===== config.mk =====
export PLATFORM = sky130hd
export DESIGN_NAME = riscv_hart
export DESIGN_NICKNAME = d
export VERILOG_FILES = /design/src/rtl/riscv_pkg.sv /design/src/rtl/riscv_alu.sv /design/src/rtl/riscv_hart.sv
export SDC_FILE = /design/constraint.sdc
export NUM_CORES = 2
export LEC_CHECK = 0
export BUFFER_PORTS_ARGS = -buffer_cell sky130_fd_sc_hd__buf_4
export CAP_MARGIN = 20
export CORE_ASPECT_RATIO = 2
export CORE_MARGIN = 4
export CORE_UTILIZATION = 45
export CTS_BUF_LIST = sky130_fd_sc_hd__clkbuf_2
export DETAILED_ROUTE_END_ITERATION = 10
export PLACE_DENSITY = 0.67
export SYNTH_ARGS = -nofsm -noshare
export SYNTH_HDL_FRONTEND = slang
export SYNTH_SLANG_ARGS = --single-unit

===== constraint.sdc =====
create_clock -name clk -period 8.3 [get_ports clk]
set_input_delay 0.415 -clock clk [delete_from_list [all_inputs] [get_ports clk]]
set_output_delay 0.415 -clock clk [all_outputs]
set_load 0.05 [all_outputs]

===== src/rtl/riscv_pkg.sv =====
// Shared RV32I encodings, instruction layout and ALU operation set for the hart.
package riscv_pkg;

  typedef struct packed {
    logic [6:0] funct7;
    logic [4:0] rs2;
    logic [4:0] rs1;
    logic [2:0] funct3;
    logic [4:0] rd;
    logic [6:0] opcode;
  } instruction_t;

  localparam logic [6:0] OP_IMM    = 7'b0010011;
  localparam logic [6:0] OP        = 7'b0110011;
  localparam logic [6:0] OP_LOAD   = 7'b0000011;
  localparam logic [6:0] OP_STORE  = 7'b0100011;
  localparam logic [6:0] OP_BRANCH = 7'b1100011;
  localparam logic [6:0] OP_JAL    = 7'b1101111;
  localparam logic [6:0] OP_JALR   = 7'b1100111;
  localparam logic [6:0] OP_LUI    = 7'b0110111;
  localparam logic [6:0] OP_AUIPC  = 7'b0010111;

  localparam logic [2:0] FUNCT3_ADD  = 3'b000;
  localparam logic [2:0] FUNCT3_SLL  = 3'b001;
  localparam logic [2:0] FUNCT3_SLT  = 3'b010;
  localparam logic [2:0] FUNCT3_SLTU = 3'b011;
  localparam logic [2:0] FUNCT3_XOR  = 3'b100;
  localparam logic [2:0] FUNCT3_SR   = 3'b101;
  localparam logic [2:0] FUNCT3_OR   = 3'b110;
  localparam logic [2:0] FUNCT3_AND  = 3'b111;
  localparam logic [2:0] FUNCT3_BEQ  = 3'b000;
  localparam logic [2:0] FUNCT3_BNE  = 3'b001;
  localparam logic [2:0] FUNCT3_BLT  = 3'b100;
  localparam logic [2:0] FUNCT3_BGE  = 3'b101;
  localparam logic [2:0] FUNCT3_BLTU = 3'b110;
  localparam logic [2:0] FUNCT3_BGEU = 3'b111;
  localparam logic [2:0] FUNCT3_LW   = 3'b010;
  localparam logic [2:0] FUNCT3_SW   = 3'b010;

  typedef enum logic [3:0] {
    ALU_ADD, ALU_SUB, ALU_SLL, ALU_SLT, ALU_SLTU,
    ALU_XOR, ALU_SRL, ALU_SRA, ALU_OR, ALU_AND, ALU_PASS_B
  } alu_op_t;

  // alt selects SUB for funct3 000 and SRA for funct3 101
  function automatic alu_op_t alu_op_of(input logic [2:0] f3, input logic alt);
    case (f3)
      FUNCT3_ADD:  return alt ? ALU_SUB : ALU_ADD;
      FUNCT3_SLL:  return ALU_SLL;
      FUNCT3_SLT:  return ALU_SLT;
      FUNCT3_SLTU: return ALU_SLTU;
      FUNCT3_XOR:  return ALU_XOR;
      FUNCT3_SR:   return alt ? ALU_SRA : ALU_SRL;
      FUNCT3_OR:   return ALU_OR;
      default:     return ALU_AND;
    endcase
  endfunction

endpackage


===== src/rtl/riscv_alu.sv =====
// Combinational ALU: result for the selected op plus equality/signed/unsigned compare flags.
module riscv_alu
  import riscv_pkg::*;
#(
  parameter int XLEN = 32
) (
  input  logic [XLEN-1:0] a,
  input  logic [XLEN-1:0] b,
  input  alu_op_t         op,
  output logic [XLEN-1:0] result,
  output logic            eq,
  output logic            lt,
  output logic            ltu
);

  logic [4:0] shamt;

  assign shamt = b[4:0];
  assign eq    = (a == b);
  assign lt    = ($signed(a) < $signed(b));
  assign ltu   = (a < b);

  always_comb begin
    result = '0;
    case (op)
      ALU_ADD:    result = a + b;
      ALU_SUB:    result = a - b;
      ALU_SLL:    result = a << shamt;
      ALU_SLT:    result = XLEN'(lt);
      ALU_SLTU:   result = XLEN'(ltu);
      ALU_XOR:    result = a ^ b;
      ALU_SRL:    result = a >> shamt;
      ALU_SRA:    result = XLEN'($signed(a) >>> shamt);
      ALU_OR:     result = a | b;
      ALU_AND:    result = a & b;
      ALU_PASS_B: result = b;
      default:    result = '0;
    endcase
  end

endmodule


===== src/rtl/riscv_hart.sv =====
// Three-stage RV32I hart (EX -> MEM -> WB) with external 1-cycle fetch, no forwarding or interlock.
module riscv_hart
  import riscv_pkg::*;
#(
  parameter int XLEN = 32,
  parameter int AW   = 32
) (
  input  logic            clk,
  input  logic            rst,
  input  instruction_t    instruction,
  output logic [AW-1:0]   pc,
  output logic [AW-1:0]   mem_addr,
  output logic [XLEN-1:0] mem_data,
  output logic            mem_write,
  input  logic [XLEN-1:0] mem_read
);

  logic [XLEN-1:0] regs [32];
  logic [AW-1:0]   ex_pc;
  logic            ex_valid;
  logic            mem_we, mem_load, wb_we, wb_load;
  logic [4:0]      mem_rd, wb_rd;
  logic [XLEN-1:0] mem_result, wb_result, wb_value;

  logic [XLEN-1:0] rs1_val, rs2_val, pc_x;
  logic [XLEN-1:0] imm_i, imm_s, imm_b, imm_u, imm_j;
  logic [XLEN-1:0] op_a, op_b, alu_result, target, ex_result;
  alu_op_t         alu_op;
  logic            cmp_eq, cmp_lt, cmp_ltu;
  logic            rd_we, is_load, is_store, is_link, take;

  assign wb_value = wb_load ? mem_read : wb_result;

  // WB write is visible to the EX read in the same cycle
  assign rs1_val = (instruction.rs1 == 5'd0) ? '0 :
                   (wb_we && wb_rd == instruction.rs1) ? wb_value : regs[instruction.rs1];
  assign rs2_val = (instruction.rs2 == 5'd0) ? '0 :
                   (wb_we && wb_rd == instruction.rs2) ? wb_value : regs[instruction.rs2];

  assign pc_x  = XLEN'(ex_pc);
  assign imm_i = XLEN'($signed({instruction.funct7, instruction.rs2}));
  assign imm_s = XLEN'($signed({instruction.funct7, instruction.rd}));
  assign imm_b = XLEN'($signed({instruction.funct7[6], instruction.rd[0], instruction.funct7[5:0],
                                instruction.rd[4:1], 1'b0}));
  assign imm_u = XLEN'($signed({instruction.funct7, instruction.rs2, instruction.rs1,
                                instruction.funct3, 12'b0}));
  assign imm_j = XLEN'($signed({instruction.funct7[6], instruction.rs1, instruction.funct3,
                                instruction.rs2[0], instruction.funct7[5:0], instruction.rs2[4:1], 1'b0}));

  always_comb begin
    op_a     = rs1_val;
    op_b     = imm_i;
    alu_op   = ALU_ADD;
    rd_we    = 1'b0;
    is_load  = 1'b0;
    is_store = 1'b0;
    is_link  = 1'b0;
    take     = 1'b0;
    target   = pc_x + imm_b;
    case (instruction.opcode)
      OP_IMM: begin
        alu_op = alu_op_of(instruction.funct3,
                           instruction.funct7[5] && instruction.funct3 == FUNCT3_SR);
        rd_we  = 1'b1;
      end
      OP: begin
        op_b   = rs2_val;
        alu_op = alu_op_of(instruction.funct3, instruction.funct7[5]);
        rd_we  = 1'b1;
      end
      OP_LUI: begin
        op_b   = imm_u;
        alu_op = ALU_PASS_B;
        rd_we  = 1'b1;
      end
      OP_AUIPC: begin
        op_a  = pc_x;
        op_b  = imm_u;
        rd_we = 1'b1;
      end
      OP_JAL: begin
        rd_we   = 1'b1;
        is_link = 1'b1;
        take    = 1'b1;
        target  = pc_x + imm_j;
      end
      OP_JALR: begin
        rd_we     = 1'b1;
        is_link   = 1'b1;
        take      = 1'b1;
        target    = rs1_val + imm_i;
        target[0] = 1'b0;
      end
      OP_BRANCH: begin
        op_b = rs2_val;
        case (instruction.funct3)
          FUNCT3_BEQ:  take = cmp_eq;
          FUNCT3_BNE:  take = !cmp_eq;
          FUNCT3_BLT:  take = cmp_lt;
          FUNCT3_BGE:  take = !cmp_lt;
          FUNCT3_BLTU: take = cmp_ltu;
          FUNCT3_BGEU: take = !cmp_ltu;
          default:     take = 1'b0;
        endcase
      end
      OP_LOAD: begin
        rd_we   = (instruction.funct3 == FUNCT3_LW);
        is_load = (instruction.funct3 == FUNCT3_LW);
      end
      OP_STORE: begin
        op_b     = imm_s;
        is_store = (instruction.funct3 == FUNCT3_SW);
      end
      default: ;
    endcase
    ex_result = is_link ? pc_x + XLEN'(4) : alu_result;
  end

  riscv_alu #(.XLEN(XLEN)) u_alu (
    .a      (op_a),
    .b      (op_b),
    .op     (alu_op),
    .result (alu_result),
    .eq     (cmp_eq),
    .lt     (cmp_lt),
    .ltu    (cmp_ltu)
  );

  always_ff @(posedge clk or negedge rst) begin
    if (!rst) begin
      pc         <= '0;
      ex_pc      <= '0;
      ex_valid   <= 1'b0;
      mem_write  <= 1'b0;
      mem_addr   <= '0;
      mem_data   <= '0;
      mem_we     <= 1'b0;
      mem_load   <= 1'b0;
      mem_rd     <= '0;
      mem_result <= '0;
      wb_we      <= 1'b0;
      wb_load    <= 1'b0;
      wb_rd      <= '0;
      wb_result  <= '0;
    end else begin
      ex_pc <= pc;
      // a taken redirect squashes the instruction already fetched behind it
      if (ex_valid && take) begin
        pc       <= AW'(target);
        ex_valid <= 1'b0;
      end else begin
        pc       <= pc + AW'(4);
        ex_valid <= 1'b1;
      end
      mem_write  <= ex_valid && is_store;
      mem_addr   <= AW'(alu_result);
      mem_data   <= rs2_val;
      mem_we     <= ex_valid && rd_we;
      mem_load   <= is_load;
      mem_rd     <= instruction.rd;
      mem_result <= ex_result;
      wb_we      <= mem_we;
      wb_load    <= mem_load;
      wb_rd      <= mem_rd;
      wb_result  <= mem_result;
    end
  end

  always_ff @(posedge clk) begin
    if (wb_we && wb_rd != 5'd0) regs[wb_rd] <= wb_value;
  end

endmodule


==> impl_results.md <==
- Outcome: finished clean
- Count of final hold-check violations: 0
- Core Footprint: 153,000 um^2
- Vias in the first global route: 53,500
- Worst relative slew slack: 0.188
- Number of clock buffers inserted by TritonCTS: 278
- Die Outline Area: 160,000 um^2
- Summed instance area of the synthesized netlist: 69,100 um^2
- Share of synthesized area occupied by flip-flops and latches: 0.520
- Antenna violations before repair: 35
- Total number of vias: 52,600
- CP most frequent cell: buf_4
- Unrepaired setup endpoints after global routing: false
- Register clock-pin slew on the reported worst setup and hold paths: 0.13 ns
- FFs w/ async S/R, synth: 0.169
- Warnings from Yosys: 0
- Count of antenna-violating nets left after detailed routing: 0
- CTS Root Buffer Type: clkbuf_2
- Post-synth EDFFs: 1,024
- Met1 Usage GRT: 0.385
- Synth cell types: 93
- Remaining design rule violation count: 0
- Overflow left after global routing: 0
- Source-to-sink clock delay at the later pin of the worst-skew pair: 1.53 ns
- Startpoint of the most critical hold path: instruction[22]
- Top Ports: 163
- Critical path arrival: 9.52 ns
- Fraction of layout cells with a size suffix above 1: 0.290
- Number of detailed-routing iterations run before antenna repair: 8
- Slowest-stage cell, CP: or4b_2
- Data required time of the worst path: 9.66 ns
- R2R Path End: pc[28]
- Met2 Usage GRT: 0.616
- Syn Area/Cell: 13.9 um^2
- Flip-flop and latch count after synthesis: 1,232
- Longest individual stage delay on the worst path: 0.67 ns
- Final #Nets: 5,729
- Clock sinks: 1,232
- Most congested layer reported by global routing: met2
- Number of max-slew violations in the final report: 0
- Die Span Y: 562 um
- Biggest area consumer among synthesized cells: edfxtp_1
- Clock tree from TritonCTS: built
- Aggregate routed wire length: 305,000 um
- Min-Delay Path Class: in2reg
- Initial Utilization: 0.452
- Capturing element type of the critical path: flop
- Detailed-placement wirelength estimate: 212,000 um
- Leakage: 0.0280 uW
- Crit Path Max Fanout: 48
- Met3 layer usage reported by global route: 0.0975
- Launch instance of the worst register-to-register path: wb_rd[4]
- Slew at the pin with the worst max-slew slack: 1.21 ns
- Total power per unit cell area: 230 nW/um^2
- Critical path, cell by cell: xnor2_1 > nand4_1 > buf_4 > nor2_4 > buf_4 > nand2_1 > o21ai_0 > a221oi_1 > or2_2 > ha_1 > or4b_2 > nand4b_1 > or3_1 > nor4_1 > buf_4 > a211oi_1 > a2111oi_0 > buf_4 > o31ai_4 > buf_12 > a21oi_1 > dlygate4sd3_1 > a22oi_1 > dlygate4sd3_1
- Wire length of the first global-routing pass: 418,000 um
- Detailed-route vias per instance: 6.77
- Endpoints failing setup: 0
- Clock H-tree levels: 5
- Drt wl/cell: 39.2 um
- Critical Path Start Type: flop
- Worst setup slack for register-to-register paths: 0.14 ns
- Final critical delay including setup and external delays: 8.16 ns
- Global-route usage over all layers: 0.375
- Area growth from synthesis to layout: 12.7%
- Setup TNS Final: 0 ns
- Biggest area contributors in the synthesized netlist: edfxtp_1, mux4_2, dfrtp_1
- Clk_skew: 0.183 ns
- Worst IR drop on VDD: 0.116 mV
- Global placement routability congestion: 1.09
- Worst Setup Slack post-DPL: 0.630 ns
- Peak clock frequency supported by timing: 123 MHz
- IO Port Bufs: 162
- Worst setup path class: reg2reg
- Setup WS post-layout: 0.141 ns
- Die Span X: 285 um
- Area share of the largest cell type after synthesis: 0.445
- Top_reg_cell synth: edfxtp_1
- Max-capacitance violation count: 0
- Hold path depth: 5
- Worst reg2reg path depth: 24
- Number of buffers on the longest clock path: 4
- Mapped Cells: 4,988
- Number of DRC markers in iteration 0: 6,577
- Placement row count: 203
- Capture endpoint of the worst hold path: pc[2]
- Largest net degree at the start of global routing: 144
- Final clock period utilization by the worst path: 0.983
-- critical path, delay by kind of cell, from the launching register on --
family / cells / cell delay (ns)
flip-flops: 1 / 0.55
adder cells (fa/ha/maj): 1 / 0.47
buffers and inverters: 7 / 2.32
AO/OA/AOI/OAI: 7 / 1.36
XOR/XNOR: 1 / 0.17
AND/OR/NAND/NOR: 8 / 3.14
-- power breakdown --
| group | internal, uW | switching [uW] | total, uW | leakage, uW |
|---|---|---|---|---|
| logic | 1770 | 3950 | 5730 | 0.0143 |
| clock network | 1670 | 2490 | 4170 | 0.00196 |
| registers | 7630 | 428 | 8060 | 0.0117 |
| total | 11100 | 6870 | 18000 | 0.0280 |
-- routing by layer --
layer  vias to the layer above  share of wire
met5                         -        0.00038
met4                        18           0.12
met3                      1247          0.096
met2                      3641           0.48
met1                     26600           0.30
li1                      21100              -
-- state kept, by name, indices dropped and copies added, names as in the netlist --
| register | cells |
|---|---|
| mem_write | 1 |
| regs | 1024 |
| mem_load | 1 |
| mem_rd | 5 |
| wb_result | 32 |
| mem_data | 32 |
| mem_addr | 32 |
| mem_we | 1 |
| wb_we | 1 |
| ex_valid | 1 |
| ex_pc | 32 |
| wb_load | 1 |
| pc | 32 |
| wb_rd | 5 |
| mem_result | 32 |
-- logic make-up (layout without fill, tap and decap cells) --
logic type | after synthesis | count (layout) | synth area share
compound gates | 1094 | 1094 | 0.109
simple gates | 1055 | 1055 | 0.0728
xor+xnor | 144 | 144 | 0.0182
other cells | 1 | 55 | 0.0000542
fa+ha+maj | 164 | 164 | 0.0301
buf+inv | 495 | 1177 | 0.0323
mux | 803 | 803 | 0.218
flops | 1232 | 1232 | 0.520
-- cell type report --
cell class	count	area, um^2
well taps	2050	2560
multi-input cells	3292	31400
fillers	13100	75000
inverters	139	524
clock buffers	378	1890
flip-flops and latches	1232	36000
repair buffers	556	4690
diodes	23	57.6
clock inverters	104	798
-- through the flow --
step | cell area (um^2) | total power [uW] | cells | util | hold slack, ns
after global placement | 74400 | 13600 | 7189 | 0.486 | 0.331
after CTS | 77800 | 17800 | 7747 | 0.509 | 0.00174
after floorplan | 69300 | 11200 | 5019 | - | 0.119
final | 77900 | 18000 | 7774 | 0.510 | 0.136
after detailed placement | 74400 | 13700 | 7191 | 0.486 | 0.335
after global routing | 77900 | 18600 | 7759 | 0.509 | 0.0757
-- synth_stat cells, types with 11 or more instances --
master,instances
buf_2,79
o21a_1,17
inv_1,129
a221oi_1,33
a22oi_1,164
nand4_1,28
nor2_1,307
a22o_1,13
nor2b_1,51
xnor2_1,91
o211ai_1,27
a21o_1,35
o22ai_1,27
nand2_1,303
a21oi_1,274
buf_6,23
o21bai_1,24
or3_1,54
o221ai_1,22
and3_1,63
a32oi_2,17
buf_4,27
a31oi_1,35
or2_2,21
dfrtp_1,208
and2_1,21
mux2i_1,188
nand3_1,61
mux4_2,552
a211o_1,20
clkbuf_1,179
o21ai_1,11
buf_1,48
o21ai_0,182
a211oi_1,65
ha_1,160
nor3_1,64
nor4_1,13
nand2b_1,26
o31ai_1,14
edfxtp_1,1024
mux2_2,52
xor2_1,53
-- layout by cell type, fill, tap and decap left out, types with 66 or more instances in the layout --
cell and count:
mux4_2 552, ha_1 160, nor2_1 267, nand2_1 303, dlygate4sd3_1 74, clkbuf_2 378
buf_4 452, mux2i_1 186, dfrtp_1 207, inv_1 127, xnor2_1 91, o21ai_0 180
clkinv_1 66, edfxtp_1 1024, a22oi_1 164, a21oi_1 274
-- worst max path at each step --
stage / startpoint / endpoint / slack (ns) / depth (start not counted)
floorplan: instruction[20] / pc[21] / 1.34 / 30
global placement: instruction[20] / pc[9] / 0.69 / 24
detailed placement: instruction[20] / pc[30] / 0.63 / 22
CTS: wb_rd[4] / pc[28] / 0.44 / 24
global route: wb_load / pc[28] / 0.07 / 22
finish: wb_rd[4] / pc[28] / 0.14 / 24
-- timing repair --
item | CTS | global route
setup buffers | 0 | 0
endpoints found under the hold margin | 877 | 1
resized for setup | 0 | 0
hold buffers | 74 | 1
(Power assumes the default switching activity.)
